## config.mk

```make
export PLATFORM = sky130hd
export DESIGN_NAME = if_pc_gen
export DESIGN_NICKNAME = d
export VERILOG_FILES = /design/src/rtl/if_pc_gen.sv
export SDC_FILE = /design/constraint.sdc
export NUM_CORES = 1
export LEC_CHECK = 0
export BUFFER_PORTS_ARGS = -buffer_cell sky130_fd_sc_hd__buf_4
export CAP_MARGIN = 15
export CORE_MARGIN = 4
export CORE_UTILIZATION = 45
export CTS_CLUSTER_SIZE = 40
export DETAILED_ROUTE_END_ITERATION = 6
export PLACE_DENSITY = 0.79
export SYNTH_ARGS = -nofsm -noshare
export SYNTH_HDL_FRONTEND = slang
export SYNTH_SLANG_ARGS = --single-unit
export TNS_END_PERCENT = 50
```

## constraint.sdc

```tcl
create_clock -name clk -period 4 [get_ports clk]
set_input_delay 0.2 -clock clk [delete_from_list [all_inputs] [get_ports clk]]
set_output_delay 0.2 -clock clk [all_outputs]
set_load 0.05 [all_outputs]
```

## src/rtl/if_pc_gen.sv

```systemverilog
// IF-stage program-counter generator. It owns the PC register, holds redirects that arrive during a stall, and
// optionally includes a return-address stack, which is enabled by defining IF_PC_RAS_EN.
module if_pc_gen #(
    parameter int                 ADDR_W    = 32,
    parameter logic [ADDR_W-1:0]  RESET_PC  = '0,
    parameter int                 RAS_DEPTH = 4
) (
    input  logic              clk,
    input  logic              reset_n,
    input  logic              Stall_IF,
    input  logic              Exc_req,
    input  logic [ADDR_W-1:0] Exc_vector,
    input  logic              Jump_control_ID,
    input  logic [ADDR_W-1:0] Jump_dst_ID,
    input  logic              PCSrc_ID,
    input  logic [ADDR_W-1:0] Branch_Dest_ID,
    input  logic              Ras_push_ID,
    input  logic [ADDR_W-1:0] Ras_link_ID,
    input  logic              Ras_pop_ID,
    output logic [ADDR_W-1:0] PC_IF,
    output logic [ADDR_W-1:0] PC_Plus_4_IF,
    output logic              Redirect_pending,
    output logic              Ras_empty
);

    // Redirect priority encoding; a larger value is a higher priority. Exceptions are never held.
    localparam logic [1:0] PRI_NONE = 2'd0;
    localparam logic [1:0] PRI_BR   = 2'd1;
    localparam logic [1:0] PRI_POP  = 2'd2;
    localparam logic [1:0] PRI_JMP  = 2'd3;

    logic [ADDR_W-1:0] pc_q, pc_d;
    logic [ADDR_W-1:0] pend_addr_q, pend_addr_d;
    logic              pend_q, pend_d;
    logic [1:0]        pend_pri_q, pend_pri_d;
    logic [ADDR_W-1:0] pc_plus4;
    logic [1:0]        new_pri;
    logic [ADDR_W-1:0] new_addr;
    logic              ras_hit;
    logic              ras_empty;
    logic [ADDR_W-1:0] ras_top;

`ifdef IF_PC_RAS_EN
    localparam int PTR_W = $clog2(RAS_DEPTH);
    localparam int CNT_W = PTR_W + 1;

    logic [ADDR_W-1:0] ras_mem_q [RAS_DEPTH];
    logic [PTR_W-1:0]  tp_q;
    logic [PTR_W-1:0]  tp_inc;
    logic [CNT_W-1:0]  cnt_q;

    assign tp_inc    = tp_q + 1'b1;
    assign ras_empty = (cnt_q == '0);
    assign ras_top   = ras_mem_q[tp_q];
    assign ras_hit   = Ras_pop_ID && !ras_empty;

    // Push-and-pop in the same cycle replaces the top in place. A push to a full stack wraps and overwrites the oldest entry.
    always_ff @(posedge clk) begin
        if (Ras_push_ID && ras_hit) begin
            ras_mem_q[tp_q] <= Ras_link_ID;
        end else if (Ras_push_ID) begin
            ras_mem_q[tp_inc] <= Ras_link_ID;
        end
    end

    always_ff @(posedge clk) begin
        if (!reset_n) begin
            tp_q  <= '0;
            cnt_q <= '0;
        end else if (Exc_req) begin
            cnt_q <= '0;
        end else if (Ras_push_ID && !ras_hit) begin
            tp_q <= tp_inc;
            if (cnt_q != CNT_W'(RAS_DEPTH)) begin
                cnt_q <= cnt_q + 1'b1;
            end
        end else if (ras_hit && !Ras_push_ID) begin
            tp_q  <= tp_q - 1'b1;
            cnt_q <= cnt_q - 1'b1;
        end
    end
`else
    logic unused_ras;
    assign unused_ras = ^{Ras_push_ID, Ras_link_ID, Ras_pop_ID};
    assign ras_empty  = 1'b1;
    assign ras_top    = '0;
    assign ras_hit    = 1'b0;
`endif

    assign pc_plus4 = pc_q + ADDR_W'(4);

    always_comb begin
        new_pri  = PRI_NONE;
        new_addr = pc_plus4;
        if (Jump_control_ID) begin
            new_pri  = PRI_JMP;
            new_addr = Jump_dst_ID;
        end else if (ras_hit) begin
            new_pri  = PRI_POP;
            new_addr = ras_top;
        end else if (PCSrc_ID) begin
            new_pri  = PRI_BR;
            new_addr = Branch_Dest_ID;
        end
    end

    // A held redirect belongs to an older instruction, so it beats whatever arrives on the release cycle.
    always_comb begin
        pc_d        = pc_q;
        pend_d      = pend_q;
        pend_pri_d  = pend_pri_q;
        pend_addr_d = pend_addr_q;
        if (Exc_req) begin
            pc_d       = Exc_vector;
            pend_d     = 1'b0;
            pend_pri_d = PRI_NONE;
        end else if (Stall_IF) begin
            if ((new_pri != PRI_NONE) && (!pend_q || (new_pri > pend_pri_q))) begin
                pend_d      = 1'b1;
                pend_pri_d  = new_pri;
                pend_addr_d = new_addr;
            end
        end else if (pend_q) begin
            pc_d       = pend_addr_q;
            pend_d     = 1'b0;
            pend_pri_d = PRI_NONE;
        end else begin
            pc_d = new_addr;
        end
    end

    always_ff @(posedge clk) begin
        if (!reset_n) begin
            pc_q        <= RESET_PC;
            pend_q      <= 1'b0;
            pend_pri_q  <= PRI_NONE;
            pend_addr_q <= '0;
        end else begin
            pc_q        <= pc_d;
            pend_q      <= pend_d;
            pend_pri_q  <= pend_pri_d;
            pend_addr_q <= pend_addr_d;
        end
    end

    assign PC_IF            = pc_q;
    assign PC_Plus_4_IF     = pc_plus4;
    assign Redirect_pending = pend_q;
    assign Ras_empty        = ras_empty;

endmodule

```

# [Word-level counts from Yosys, hierarchy flattened]
# Index checks and enable logic that the tools add are counted.
[op_classes] bitwise=3 n_eq_ne=2 reduce_logical=9 magnitude_cmp=1 muxes=10 addsub=1
[ops] cell="32-bit 2-to-1 mux" count=5
[ops] cell="32-bit by 3-bit adder with 32-bit output (second input constant)" count=1
[ops] cell="2-bit 2-to-1 mux" count=4
[ops] cell="2-bit by 1-bit inequality test with 1-bit output (second input constant)" count=2
[ops] cell="2-bit nonzero test" count=2
[ops] cell="1-bit NOT" count=3
[ops] cell="3-bit AND reduction" count=1
[ops] cell="3-bit OR reduction" count=1
[ops] cell="2-bit greater-than comparator" count=1
[ops] cell="2-bit AND reduction" count=1
[ops] cell="2-bit OR reduction" count=1
[ops] cell="1-bit logical AND" count=1
[ops] cell="1-bit zero test" count=1
[ops] cell="1-bit logical OR" count=1
[ops] cell="1-bit 2-to-1 mux" count=1
[word_totals] input_bits=136 reg_bits=67 wordCells=30

# [Logic depth before layout (Yosys ltp)]
[logic_depth] ltp_word=7 mapped_depth=9

# [Worst setup path before layout]
# No wires, ideal clock.
[synth_path] kind="register -> register" start="register pc_q[6], in the netlist PC_IF[6]" end="register pc_q[25], in the netlist PC_IF[25]" path_stages_with_launch=7 synth_period_minus_slack_ns=3.049 path_slack_ns=0.951 t_arrival_ns=2.988 n_path_buf=1 setup_ns=0.061 path_cell_list="dfxtp_1 > nand3_1 > or4_1 > buf_2 > nor3_1 > xor2_1 > a211o_1"
[synth_between] elab_chain_len=6
[synth_lines] item="start, declared" line="32" text="logic [ADDR_W-1:0] pc_q, pc_d;"
[synth_lines] item="start signal, assigned" line="139" text="pc_q <= pc_d;"
[synth_lines] item="32-bit by 3-bit adder with 32-bit output" line="90" text="assign pc_plus4 = pc_q + ADDR_W'(4);"
[synth_lines] item="via PC_Plus_4_IF[25]" line="21" text="output logic [ADDR_W-1:0] PC_Plus_4_IF,"
[synth_lines] item="32-bit 2-to-1 mux" line="101" text="end else if (PCSrc_ID) begin"
[synth_lines] item="32-bit 2-to-1 mux" line="95" text="if (Jump_control_ID) begin"
[synth_lines] item="32-bit 2-to-1 mux" line="123" text="end else if (pend_q) begin"
[synth_lines] item="32-bit 2-to-1 mux" line="117" text="end else if (Stall_IF) begin"
[synth_lines] item="32-bit 2-to-1 mux" line="113" text="if (Exc_req) begin"
# The timed path passes the listed nets, and every way through them passes these cells. The select of a mux whose other input is x is not followed.
# A chain may end at the register's enable or synchronous reset.

# [Worst setup path in the final report]
[layout_path] start="register pc_q[2], in the netlist PC_IF[2]" end="output port PC_Plus_4_IF[30]"
[layout_between] elab_chain_len=1
[layout_lines] item="32-bit by 3-bit adder with 32-bit output" line="90"
[layout_lines] item="end, declared" line="21"
# No other way between the ends.

==> run_results.csv <==
group,metric,value,unit
min_path,min_path_cells,3,
cells_and_area,drive_gt1_share,28.2,%
global_route,overflow,0,
timing,period_share,82.1,%
timing,skew,0.00748,ns
yosys,syn_avg_cell_area,7.47,um^2
clock_tree,h-tree-depth,3,
yosys,synth_top_cells_by_area,"dfxtp_1 30%, a21oi_1 5.3%, o21ai_0 4.9%",
power_and_ir_drop,intPower,1170,uW
critical_path,crit_required,3.80,ns
power_and_ir_drop,vdd_drop_max,205,uV
global_route,grt_pass1_wl,25200,um
die,die-area,11500,um^2
power_and_ir_drop,p_leak,0.00248,uW
critical_path,crit_type,"register to output pin",
power_and_ir_drop,power_frac_seq,40.9,%
yosys,yosysWarnings,0,
min_path,hold_end,"PC_IF[2]",
detailed_routing,drcViolationCount,0,
clock_tree,cts_made_buffers,9,
timing,setup_viol,0,
clock_tree,clk_pin_slew,0.07,ns
detailed_routing,highest_layer,"met4",
critical_path,start_kind,"register",
detailed_routing,wl_met3,1540,um
clock_tree,cts_tree,"built",
power_and_ir_drop,p_comb_share,32.6,%
critical_path,r2r_slack,1.03,ns
yosys,netlist.top_cell.by_area,"dfxtp_1",
yosys,synth_nets,733,
clock_tree,cts_root_buffer,"clkbuf_8",
cells_and_area,nets,865,
job,drv_cap,0,
place,gp_congestion,0.826,
critical_path,cp_max_fo,11,
clock_tree,ctsResizeCount,0,
power_and_ir_drop,powerDensity,321,nW/um^2
timing,worst_slack,0.717,ns
critical_path,worstSetupEndpointType,"output pin",
cells_and_area,antenna_cells,0,
clock_tree,clock_sinks,67,
clock_tree,cts-hold-fix-buffers,0,
yosys,seq_area_frac_synth,30.2,%
yosys,ys_types,56,
timing,tightest_slew,0.991,ns
detailed_routing,drt_iter0_drc,421,
yosys,synth-main-ff-cell,"dfxtp_1",
place,dpl.hpwl,11100,um
timing,hold_viol,0,
min_path,min_from,"Exc_vector[2]",
yosys,synth_top_area_share,30.2,%
timing,slew_headroom,33.7,%
yosys,synth_edf_count,0,
detailed_routing,via_per_inst,6.12,
power_and_ir_drop,clockPowerShare,26.5,%
yosys,ys_ff_latch,67,
critical_path,worstReg2RegStart,"PC_IF[2]",
die,fp.dieW,107,um
die,die_h,107,um
critical_path,rr_worst_depth,5,
die,core,9420,um^2
cells_and_area,design_area,5850,um^2
yosys,syn_inst,594,
global_route,grt_max_degree,57,
timing,setup_tns,0,ns
global_route,grt_pass1_vias,4992,
clock_tree,cts_setup_buffers,0,
critical_path,worstPathArrival,3.08,ns
place,place_ws,0.847,ns
yosys,async_flop_share,0,%
place,dpl_cell_area,5690,um^2
timing,fmax,305,MHz
min_path,holdCritPathClass,"input pin to register",
yosys,yosys-top-cells-count,"67 x dfxtp_1, 54 x nand2_1, 47 x a21oi_1, 43 x o21ai_0, 42 x clkbuf_1",
place,port_buffers,166,
detailed_routing,drtPass1Iterations,5,
detailed_routing,wl_per_cell,19.0,um
critical_path,r2r-end,"pend_addr_q[21]",
power_and_ir_drop,switchingPower,702,uW
detailed_routing,final_antenna_net_count,0,
detailed_routing,wl_met1,6600,um
yosys,netlist_area,4430,um^2
timing,finalMaxSlewViolations,0,
clock_tree,clk_latency,0.35,ns
detailed_routing,routed_wl,16300,um
timing,whs,0.0850,ns
die,initial_core_util,47.1,%
timing,timing.final.crit_period,3.28,ns
detailed_routing,wl_met2,7880,um
yosys,yosysMostFrequentCell,"dfxtp_1",
global_route,globalRouteTotalUtil,27.3,%
power_and_ir_drop,p_sw_share,37.4,%
timing,rsz0062_at_grt,"no",
die,num_rows,35,
global_route,antenna_found_initial,0,
detailed_routing,vias,5261,
run_status,status,"finished clean",
clock_tree,clockBufferDepth,2,
die,num_io_pins,202,
cells_and_area,area_delta_synth_final,32.0,%
-- how the worst max path moves through the flow --
stage               slack (ns)  cells after the start          endpoint      from
floorplan                 0.95                      6         PC_IF[25]  PC_IF[6]
global placement          0.95                      9   pend_addr_q[20]  PCSrc_ID
detailed placement        0.85                      9   pend_addr_q[29]  PCSrc_ID
CTS                       0.71                      5  PC_Plus_4_IF[29]  PC_IF[2]
global route              0.56                      5  PC_Plus_4_IF[25]  PC_IF[2]
finish                    0.72                      6  PC_Plus_4_IF[30]  PC_IF[2]
-- flip-flops by register name (all words and copies together) (netlist names) --
name / count
PC_IF: 32
Redirect_pending: 1
pend_addr_q: 32
pend_pri_q: 2
-- cell usage in the layout, fill, tap and decap left out, drive strengths merged, types with 4 or more instances in the layout --
cell type / Yosys / routed
and3: 4 / 4
dfxtp: 67 / 67
o311ai: 7 / 7
buf: 13 / 176
nand2: 54 / 54
nand4: 6 / 6
nor2: 40 / 40
o21ai: 43 / 43
o31ai: 10 / 10
clkinv: 1 / 4
nand2b: 14 / 14
a31oi: 15 / 15
a22o: 6 / 6
nor3b: 6 / 6
o22ai: 10 / 10
clkbuf: 42 / 12
nor3: 23 / 23
a22oi: 9 / 9
o21a: 7 / 7
a311o: 4 / 4
a311oi: 6 / 6
a211oi: 20 / 20
or4: 6 / 6
mux2i: 16 / 16
xnor2: 7 / 7
inv: 12 / 12
or2: 10 / 10
nor4: 8 / 8
xor2: 8 / 8
a21oi: 47 / 47
nand3: 24 / 24
and2: 15 / 15
-- power groups by stage --
stage | combinational [uW] | sequential, uW | clock (uW)
global route | 650 | 773 | 524
detailed placement | 606 | 780 | 0
floorplan | 315 | 848 | 0
finish | 611 | 768 | 497
CTS | 608 | 765 | 498
global placement | 594 | 778 | 0
-- cells by family after synthesis --
group / share of synthesized area (%)
AO/OA/AOI/OAI: 30.8
XOR/XNOR: 3.13
adder cells (fa/ha/maj): 0.847
buffers and inverters: 6.15
flip-flops: 30.2
multiplexers: 4.37
other: 0.0846
AND/OR/NAND/NOR: 24.4
-- final cells by class --
class                      instances  area [um^2]
clock buffer                      12          145
clock inverter                     3         15.0
timing repair buffer             176         1320
fill                             811         3560
tap                              129          161
multi-input combinational        459         2820
sequential                        67         1340
inverter                          13         48.8
-- metrics by stage --
step                total power, uW  util, %  instances
global placement               1370     60.5        844
detailed placement             1390     60.5        844
CTS                            1870     62.2        859
finish                         1880     62.2        859
global route                   1950     62.2        859
floorplan                      1160        -        594
-- critical path, stage by stage (launching register included) --
cell,delay [ns]
dfxtp_1,0.49
ha_1,0.25
nand3_1,0.39
or4_1,0.71
or4_4,0.49
xnor2_2,0.18
buf_4,0.23
-- per-layer routing --
layer	GRT usage, %	up-vias
li1	-	2460
met1	34.9	2461
met2	45.9	307
met3	4.08	33
met4	10.9	0
met5	0	-
(Power assumes the default switching activity.)
